$ cat config.mk
export PLATFORM = sky130hd
export DESIGN_NAME = sysid_check_master
export DESIGN_NICKNAME = d
export VERILOG_FILES = /design/src/rtl/sysid_check_pkg.sv /design/src/rtl/sysid_check_master_timer.sv /design/src/rtl/sysid_check_master.sv
export SDC_FILE = /design/constraint.sdc
export NUM_CORES = 1
export LEC_CHECK = 0
export CAP_MARGIN = 20
export CORE_MARGIN = 2
export CORE_UTILIZATION = 40
export DETAILED_ROUTE_END_ITERATION = 7
export PLACE_DENSITY = 0.74
export SLEW_MARGIN = 30
export SYNTH_ARGS = -nofsm -noshare
export SYNTH_HDL_FRONTEND = slang
export SYNTH_SLANG_ARGS = --single-unit
$ cat constraint.sdc
create_clock -name clock -period 5 [get_ports clock]
set_input_delay 0.5 -clock clock [delete_from_list [all_inputs] [get_ports clock]]
set_output_delay 0.5 -clock clock [all_outputs]
set_load 0.02 [all_outputs]
$ cat src/rtl/sysid_check_pkg.sv
// Shared definitions for the system-ID check master.
//   state_e    : FSM state encoding (3 bits)
//   WORD_*_OFS : byte offsets of the two sysid slave words
//   cnt_width  : timeout counter width, clog2(limit+1)
package sysid_check_pkg;

  typedef enum logic [2:0] {
    ST_IDLE   = 3'd0,
    ST_REQ_ID = 3'd1,
    ST_RSP_ID = 3'd2,
    ST_REQ_TS = 3'd3,
    ST_RSP_TS = 3'd4,
    ST_FINISH = 3'd5
  } state_e;

  localparam int unsigned WORD_ID_OFS = 0;
  localparam int unsigned WORD_TS_OFS = 4;

  // Smallest w with 2**w > limit, i.e. enough bits to hold 0..limit.
  function automatic int unsigned cnt_width(input int unsigned limit);
    int unsigned w;
    w = 1;
    while (w < 32 && (32'd1 << w) <= limit) w = w + 1;
    return w;
  endfunction

endpackage

$ cat src/rtl/sysid_check_master_timer.sv
// Per-access timeout counter.
//   clock, reset : system clock, synchronous active-high reset
//   clear        : restart the count at zero (priority over en)
//   en           : count this cycle
//   expired      : current cycle is the last one allowed (count == LIMIT-1)
module avm_read_timer #(
  parameter int unsigned LIMIT = 255,
  parameter int unsigned CNT_W = 8
) (
  input  logic clock,
  input  logic reset,
  input  logic clear,
  input  logic en,
  output logic expired
);

  localparam logic [CNT_W-1:0] LAST = CNT_W'(LIMIT - 1);

  logic [CNT_W-1:0] cnt;

  // Saturates at LAST so a stuck enable can never wrap back to zero.
  always_ff @(posedge clock) begin
    if (reset || clear)
      cnt <= '0;
    else if (en && cnt != LAST)
      cnt <= cnt + CNT_W'(1);
  end

  assign expired = en && (cnt == LAST);

endmodule

$ cat src/rtl/sysid_check_master.sv
// Avalon-MM read master that fetches the two sysid words (ID, timestamp)
// and compares them to build-time constants.
//   clock, reset        : system clock, synchronous active-high reset
//   start               : one-cycle pulse, begins a check from IDLE
//   avm_*               : Avalon-MM read master (address, read, waitrequest,
//                         readdata, readdatavalid)
//   busy                : check in progress
//   done                : one-cycle completion pulse
//   pass                : sticky, both words matched
//   timeout_err         : sticky, last check aborted on timeout
//   id_value, ts_value  : last captured words
module sysid_check_master
  import sysid_check_pkg::*;
#(
  parameter int unsigned       ADDR_W         = 32,
  parameter logic [ADDR_W-1:0] BASE_ADDR      = '0,
  parameter logic [31:0]       EXPECTED_ID    = 32'd7,
  parameter logic [31:0]       EXPECTED_TS    = 32'd1383840915,
  parameter int unsigned       TIMEOUT_CYCLES = 255
) (
  input  logic              clock,
  input  logic              reset,
  input  logic              start,
  output logic [ADDR_W-1:0] avm_address,
  output logic              avm_read,
  input  logic              avm_waitrequest,
  input  logic [31:0]       avm_readdata,
  input  logic              avm_readdatavalid,
  output logic              busy,
  output logic              done,
  output logic              pass,
  output logic              timeout_err,
  output logic [31:0]       id_value,
  output logic [31:0]       ts_value
);

  localparam int unsigned       CNT_W   = cnt_width(TIMEOUT_CYCLES);
  localparam logic [ADDR_W-1:0] ADDR_ID = BASE_ADDR + ADDR_W'(WORD_ID_OFS);
  localparam logic [ADDR_W-1:0] ADDR_TS = BASE_ADDR + ADDR_W'(WORD_TS_OFS);

  state_e state;
  logic   match_id, match_ts;
  logic   tmr_clear, tmr_en, tmr_expired;

  // The count restarts for each request: held at zero in IDLE and cleared
  // when word 0 arrives, so both accesses get the full budget.
  always_comb begin
    tmr_clear = (state == ST_IDLE) || (state == ST_RSP_ID && avm_readdatavalid);
    tmr_en    = (state == ST_REQ_ID) || (state == ST_RSP_ID) ||
                (state == ST_REQ_TS) || (state == ST_RSP_TS);
  end

  avm_read_timer #(
    .LIMIT (TIMEOUT_CYCLES),
    .CNT_W (CNT_W)
  ) u_timer (
    .clock   (clock),
    .reset   (reset),
    .clear   (tmr_clear),
    .en      (tmr_en),
    .expired (tmr_expired)
  );

  always_ff @(posedge clock) begin
    if (reset) begin
      state       <= ST_IDLE;
      avm_read    <= 1'b0;
      avm_address <= BASE_ADDR;
      busy        <= 1'b0;
      done        <= 1'b0;
      pass        <= 1'b0;
      timeout_err <= 1'b0;
      id_value    <= '0;
      ts_value    <= '0;
      match_id    <= 1'b0;
      match_ts    <= 1'b0;
    end else begin
      done <= 1'b0;
      unique case (state)
        ST_IDLE: begin
          // done is high only in the first IDLE cycle; a start that lands
          // together with it is dropped, not deferred.
          if (start && !done) begin
            state       <= ST_REQ_ID;
            avm_read    <= 1'b1;
            avm_address <= ADDR_ID;
            busy        <= 1'b1;
            pass        <= 1'b0;
            timeout_err <= 1'b0;
            match_id    <= 1'b0;
            match_ts    <= 1'b0;
          end
        end

        ST_REQ_ID, ST_REQ_TS: begin
          // Address and read stay put while the slave stalls.
          if (!avm_waitrequest) begin
            avm_read <= 1'b0;
            state    <= (state == ST_REQ_ID) ? ST_RSP_ID : ST_RSP_TS;
          end else if (tmr_expired) begin
            avm_read    <= 1'b0;
            timeout_err <= 1'b1;
            pass        <= 1'b0;
            state       <= ST_FINISH;
          end
        end

        ST_RSP_ID: begin
          // A response in the final allowed cycle still counts.
          if (avm_readdatavalid) begin
            id_value    <= avm_readdata;
            match_id    <= (avm_readdata == EXPECTED_ID);
            avm_read    <= 1'b1;
            avm_address <= ADDR_TS;
            state       <= ST_REQ_TS;
          end else if (tmr_expired) begin
            timeout_err <= 1'b1;
            pass        <= 1'b0;
            state       <= ST_FINISH;
          end
        end

        ST_RSP_TS: begin
          if (avm_readdatavalid) begin
            ts_value <= avm_readdata;
            match_ts <= (avm_readdata == EXPECTED_TS);
            state    <= ST_FINISH;
          end else if (tmr_expired) begin
            timeout_err <= 1'b1;
            pass        <= 1'b0;
            state       <= ST_FINISH;
          end
        end

        ST_FINISH: begin
          done  <= 1'b1;
          busy  <= 1'b0;
          pass  <= match_id && match_ts && !timeout_err;
          state <= ST_IDLE;
        end

        default: begin
          avm_read <= 1'b0;
          busy     <= 1'b0;
          state    <= ST_IDLE;
        end
      endcase
    end
  end

endmodule
==> key figures, run 1 <==
Status
  • Status: finished clean

Synthesis
  • Mapped Area: 3550 sq um
  • Synth top area share: 0.468
  • Syn avg cell area: 7.82 sq um
  • Fraction of registers with async set/reset: 0
  • Post-synth top cells: 138 x nand2_1, 83 x dfxtp_1, 77 x a21oi_1
  • Area leader, netlist: dfxtp_1
  • Yosys warning total: 0
  • Number of synthesized flops with an enable pin: 0
  • Cell variety after synth: 41
  • Sequential area share after synthesis: 0.468
  • Mapped Cells: 454
  • Main flop type after synthesis: dfxtp_1
  • Synthesized flop and latch total: 83
  • Synth area leaders: dfxtp_1 47%, nand2_1 15%, a21oi_1 11%
  • Most common cell in the netlist: nand2_1

Worst setup path
  • Worst-path fanout max: 18
  • Crit. End Element: register
  • Crit path required time: 5.27 ns
  • Reg2Reg Setup Slack: 2.93 ns
  • Worst setup path class: primary input to register
  • CP startpoint: avm_readdatavalid
  • Reg2reg start: state[2]
  • Critical path data arrival time: 2.39 ns
  • CP Launch Type: primary input

Power
  • Pwr dens: 270 nW/um^2
  • Total power: 1.28 mW
  • Leak: 1.62 nW
  • Peak supply drop: 0.146 mV

Cells and area
  • N_diodes: 0
  • Layout cell share with drive strength beyond 1: 0.0454
  • Area grow syn2layout: 32.9%
  • Fin util: 0.543
  • Area of the multi-input gates: 1630 sq um
  • Nets: 585
  • Fill cells: 828
  • Post-Layout Inst Area: 4720 sq um
  • Post-Layout Cell Count: 659
  • Reg area: 1660 sq um

Drt
  • Post-Route WL: 9600 um
  • DR iter-0 viols: 160
  • Vias: 3327
  • Drc violations: 0
  • DRT Pass-1 Iters: 7
  • WL/cell: 14.6 um
  • Vias per cell: 5.05
  • Antenna-violating nets left: 0

STA
  • Max-slew violation count: 0
  • Setup TNS Final: 0 ns
  • Worst hold slack: 0.457 ns
  • RSZ-0062 raised after global routing: no
  • Tcrit/Tclk final: 0.423
  • Post-route setup slack: 2.89 ns
  • Clk_skew: 0.0160 ns
  • Least-Margin Pin Slew: 0.721 ns
  • # setup viols final: 0
  • Achievable Freq: 0.473 GHz
  • Slew HR: 0.519
  • Hold Fails Final Rpt: 0
  • Fin crit period: 2.11 ns

Placement
  • Cells after DPL: 643
  • Post-detail-place hpwl: 6700 um
  • Port Buffers: 106
  • Worst slack, placed: 2.50 ns
  • RD Place Congestion: 0.757
  • Placed inst area: 4530 sq um

Clocking
  • Worst skew pair latency: 0.35 ns
  • Hold buffer count at CTS: 0
  • Clock root cell: clkbuf_8
  • CTS tree: done
  • CTS clk-pin slew, worst paths: 0.08 ns
  • Post-CTS resize count: 0
  • Post-CTS setup buffers: 0
  • # H-tree levels: 3
  • Clock Sinks: 83
  • Max Root-Sink Buffers: 2
  • Inserted Clock Buffers: 9

Global route
  • Pin count of the biggest net entering global routing: 72
  • First-pass GRT wire length: 15300 um
  • Initial antenna violation count: 0
  • GRT Overall Usage: 0.197
  • Vias in the first global route: 3038
  • Overflow after GRT: 0

Die
  • Die area: 9640 sq um
  • Die width: 98.2 um
  • Die Ht: 98.2 um
  • I/O pin cnt: 138
  • CORE AREA: 8680 sq um
  • Initial Util: 0.409
  • Num rows: 34

Hold path
  • Worst hold-check path type: register to register
  • Worst min-delay path startpoint: ts_value[25]

Flow run
  • Max-cap check violation count: 0
-- state kept, by name, summed over array words and instances, names as in the netlist --
signal	flops
id_value	32
ts_value	32
u_timer.cnt	8
state	3
avm_address	1
avm_read	1
busy	1
done	1
match_id	1
match_ts	1
pass	1
timeout_err	1
-- where the power goes --
group,switching (mW),internal [mW],total (mW)
clock network,0.254,0.197,0.451
registers,0.0102,0.670,0.680
logic,0.0882,0.0555,0.144
-- kinds of logic after synthesis --
kind of cell	share of synthesized area
AOI/OAI and AO/OA	0.159
xor gates and xnor gates	0.00494
adders and majority gates	0.00705
buffers and inverters	0.105
DFF	0.468
other	0.00106
and+or+nand+nor	0.255
-- critical path, cell delays in order --
cell,delay (ns)
clkdlybuf4s50_1,0.63
and3_1,0.68
buf_4,0.36
nand2_1,0.08
a21oi_1,0.12
-- path summary, 6_finish.rpt --
check / endpoint / depth (start not counted)
max: id_value[7] / 5
min: ts_value[25] / 2
max reg2reg: id_value[7] / 5
min reg2reg: ts_value[25] / 2
-- layer usage --
metal,GRT usage,share of wire,routed length (um)
met1,0.262,0.45,4280
met2,0.324,0.49,4710
met3,0.0429,0.056,537
met4,0.0569,0.0079,76
met5,0,0,0
-- layout by cell type (no fill, tap or decap), types with 2 or more instances in the layout --
| cell type | instances |
|---|---|
| o21ai_0 | 5 |
| o21a_1 | 4 |
| nor2b_1 | 3 |
| nand4_1 | 8 |
| inv_1 | 5 |
| or3_1 | 2 |
| clkdlybuf4s50_1 | 105 |
| conb_1 | 31 |
| clkbuf_8 | 10 |
| o31ai_1 | 3 |
| nand4b_1 | 2 |
| or4_1 | 2 |
| nand3_1 | 5 |
| a31oi_1 | 2 |
| a211oi_1 | 4 |
| nand2b_1 | 2 |
| nand2_1 | 138 |
| nor4_1 | 8 |
| clkinv_4 | 2 |
| and3_1 | 5 |
| buf_4 | 4 |
| o211a_1 | 2 |
| nor2_1 | 13 |
| ha_1 | 2 |
| clkinvlp_4 | 3 |
| dfxtp_1 | 83 |
| nor3_1 | 4 |
| a21oi_1 | 77 |
-- final cells by class --
class	instances	area share
Clock buffer	10	0.0292
Clock inverter	6	0.0103
Inverter	5	0.00398
Multi-Input combinational cell	337	0.345
Sequential cell	83	0.352
Tap cell	108	0.0287
Timing Repair Buffer	110	0.230
Power figures use the tool's default switching activity.
==> inputs of run 2 (changes only) <==
- CORE_UTILIZATION: 40 -> 39
- PLACE_DENSITY: 0.74 -> 0.76
- clock period: 5 -> 1.9 ns (I/O delays scaled with it)
==> run 2 against run 1 <==
  * Worst hold slack worse by 0.24 ns
  * Non-clock buffer count increased by 14
  * Via count up 4.3%
  * First-iteration DRC count increased by 26%
  * Routed wire length grew 4.7%
  * Utilization is 0.89 points higher
  * Largest cell class unchanged
  * Largest power group unchanged
==> key figures, run 2 (synthesis results as in run 1) <==
Status
  • Status: finished clean

Global route
  • Pin count of the biggest net entering global routing: 59 (-18%)
  • Initial antenna violation count: 0 (unchanged)
  • GRT Overall Usage: 0.198 (+0.000840)
  • First-pass GRT wire length: 15600 um (+2.0%)
  • Overflow after GRT: 0 (unchanged)
  • Vias in the first global route: 3125 (+2.9%)

Power
  • Leak: 1.70 nW (+5.1%)
  • Sw Pwr: 0.952 mW (+170%)
  • Reg power frac: 0.510 (-0.023)
  • P_int: 2.54 mW (+170%)
  • Clk pwr share: 0.373 (+0.019)
  • Pwr dens: 721 nW/um^2 (+170%)
  • Switch share: 0.273 (-0.00355)
  • Combinational cell fraction of total power: 0.117 (+0.004)
  • Peak supply drop: 0.329 mV (+130%)

Clocking
  • Worst skew pair latency: 0.36 ns (about the same)
  • CTS clk-pin slew, worst paths: 0.09 ns (about the same)
  • CTS tree: done
  • Clock Sinks: 83 (unchanged)
  • Clock root cell: clkbuf_8
  • # H-tree levels: 3 (unchanged)
  • Inserted Clock Buffers: 9 (unchanged)
  • Max Root-Sink Buffers: 2 (unchanged)

Die
  • Die width: 99.4 um (+1.2%)
  • Num rows: 34 (unchanged)
  • I/O pin cnt: 138 (unchanged)
  • Initial Util: 0.405 (-0.00397)
  • Die Ht: 99.4 um (+1.2%)
  • Die area: 9880 sq um (+2.5%)
  • CORE AREA: 8760 sq um (+0.98%)

STA
  • Least-Margin Pin Slew: 0.598 ns (-0.124 ns)
  • Post-route setup slack: 0.0876 ns (-2.80 ns)
  • # setup viols final: 0 (unchanged)
  • Setup TNS Final: 0 ns (unchanged)
  • Tcrit/Tclk final: 0.954
  • Achievable Freq: 0.552 GHz
  • Max-slew violation count: 0 (unchanged)
  • Hold Fails Final Rpt: 0 (unchanged)
  • Clk_skew: 0.00750 ns (-0.00849 ns)
  • RSZ-0062 raised after global routing: no
  • Slew HR: 0.602 (+0.0825)
  • Worst hold slack: 0.215 ns (-0.241 ns)
  • Fin crit period: 1.81 ns

Drt
  • Vias per cell: 5.16 (+2.1%)
  • DR iter-0 viols: 201 (+26%)
  • WL/cell: 14.9 um (+2.6%)
  • Vias: 3470 (+4.3%)
  • DRT Pass-1 Iters: 5 (-2)
  • Antenna-violating nets left: 0 (unchanged)
  • Post-Route WL: 10100 um (+4.7%)
  • Drc violations: 0 (unchanged)

Cells and area
  • Largest regs: id_value: 32 flops, ts_value: 32 flops, u_timer.cnt: 8 flops
  • Fin util: 0.552 (+0.00886)
  • Most common cell after layout, fill and taps aside: nand2_1
  • Fill cells: 812 (-1.9%)
  • Nets: 599 (+2.4%)
  • Commonest non-fill, non-tap cells in the layout: 138 x nand2_1, 105 x clkdlybuf4s50_1, 82 x dfxtp_1
  • N_diodes: 0 (unchanged)
  • Area grow syn2layout: 36.4%
  • Layout cell share with drive strength beyond 1: 0.0708 (+0.0254)

Hold path
  • Worst hold-check path type: primary input to register

Worst setup path
  • Crit path required time: 2.19 ns (-3.08 ns)
  • CP Launch Type: register
  • Critical path data arrival time: 2.10 ns (-0.29 ns)
  • Crit. End Element: register
  • Worst setup path class: register to register
  • Worst-path fanout max: 5 (-13)

Placement
  • RD Place Congestion: 0.826 (+9.2%)
  • Worst slack, placed: 0.0895 ns (-2.41 ns)
  • Post-detail-place hpwl: 7040 um (+5.1%)
  • Port Buffers: 106 (unchanged)

Flow run
  • Max-cap check violation count: 0 (unchanged)
==> run 2: cell type report <==
class / count / area [sq um] / share of cell area
well taps: 108 / 135 / 0.0279
multi-input cells: 337 / 1630 / 0.337
inverters: 5 / 18.8 / 0.00388
clock inverters: 7 / 76.3 / 0.0158
repair buffers: 124 / 1190 / 0.246
clock buffers: 9 / 124 / 0.0256
flip-flops and latches: 83 / 1660 / 0.344
==> run 2: layer usage <==
layer | GRT usage | vias to the layer above | part of all wire
met3 | 0.0471 | 11 | 0.074
met4 | 0.0601 | 0 | 0.013
li1 | - | 1687 | -
met1 | 0.272 | 1630 | 0.46
met2 | 0.309 | 142 | 0.45
met5 | 0 | - | 0
==> run 2: worst paths after layout <==
path,start,endpoint,slack (ns),cells past startpoint
min,reset,id_value[21],0.22,2
min reg2reg,ts_value[8],ts_value[8],0.46,2
max,u_timer.cnt[0],u_timer.cnt[4],0.09,6
max reg2reg,u_timer.cnt[0],u_timer.cnt[4],0.09,6
==> run 2: power groups by stage <==
stage | Clock, mW | Sequential (mW) | Combinational, mW
6_report | 1.30 | 1.78 | 0.408
5_1_grt | 1.38 | 1.78 | 0.440
4_1_cts | 1.31 | 1.78 | 0.404
3_5_place_dp | 0 | 1.82 | 0.400
3_3_place_gp | 0 | 1.82 | 0.397
2_1_floorplan | 0 | 1.84 | 0.235
==> run 2: timing repair <==
action,CTS,global route
resized for setup,0,2
hold endpoints to repair,0,0
endpoints found under the setup margin,0,2
buffers inserted,0,1
hold buffers,0,0
==> run 2: critical path: stages, from the launching register on <==
cell and delay, ns:
dfxtp_2 0.33, inv_1 0.04, ha_1 0.21, and3_4 0.20, a2111o_1 0.47, or3_1 0.37
a21oi_1 0.14
==> run 2: metrics by stage <==
step                      instances  cell area (sq um)  total power, mW
final                           673               4840             3.49
after global routing            673               4840             3.60
after CTS                       672               4830             3.49
after detailed placement        656               4630             2.22
after global placement          656               4630             2.22
after floorplan                 484               3660             2.08
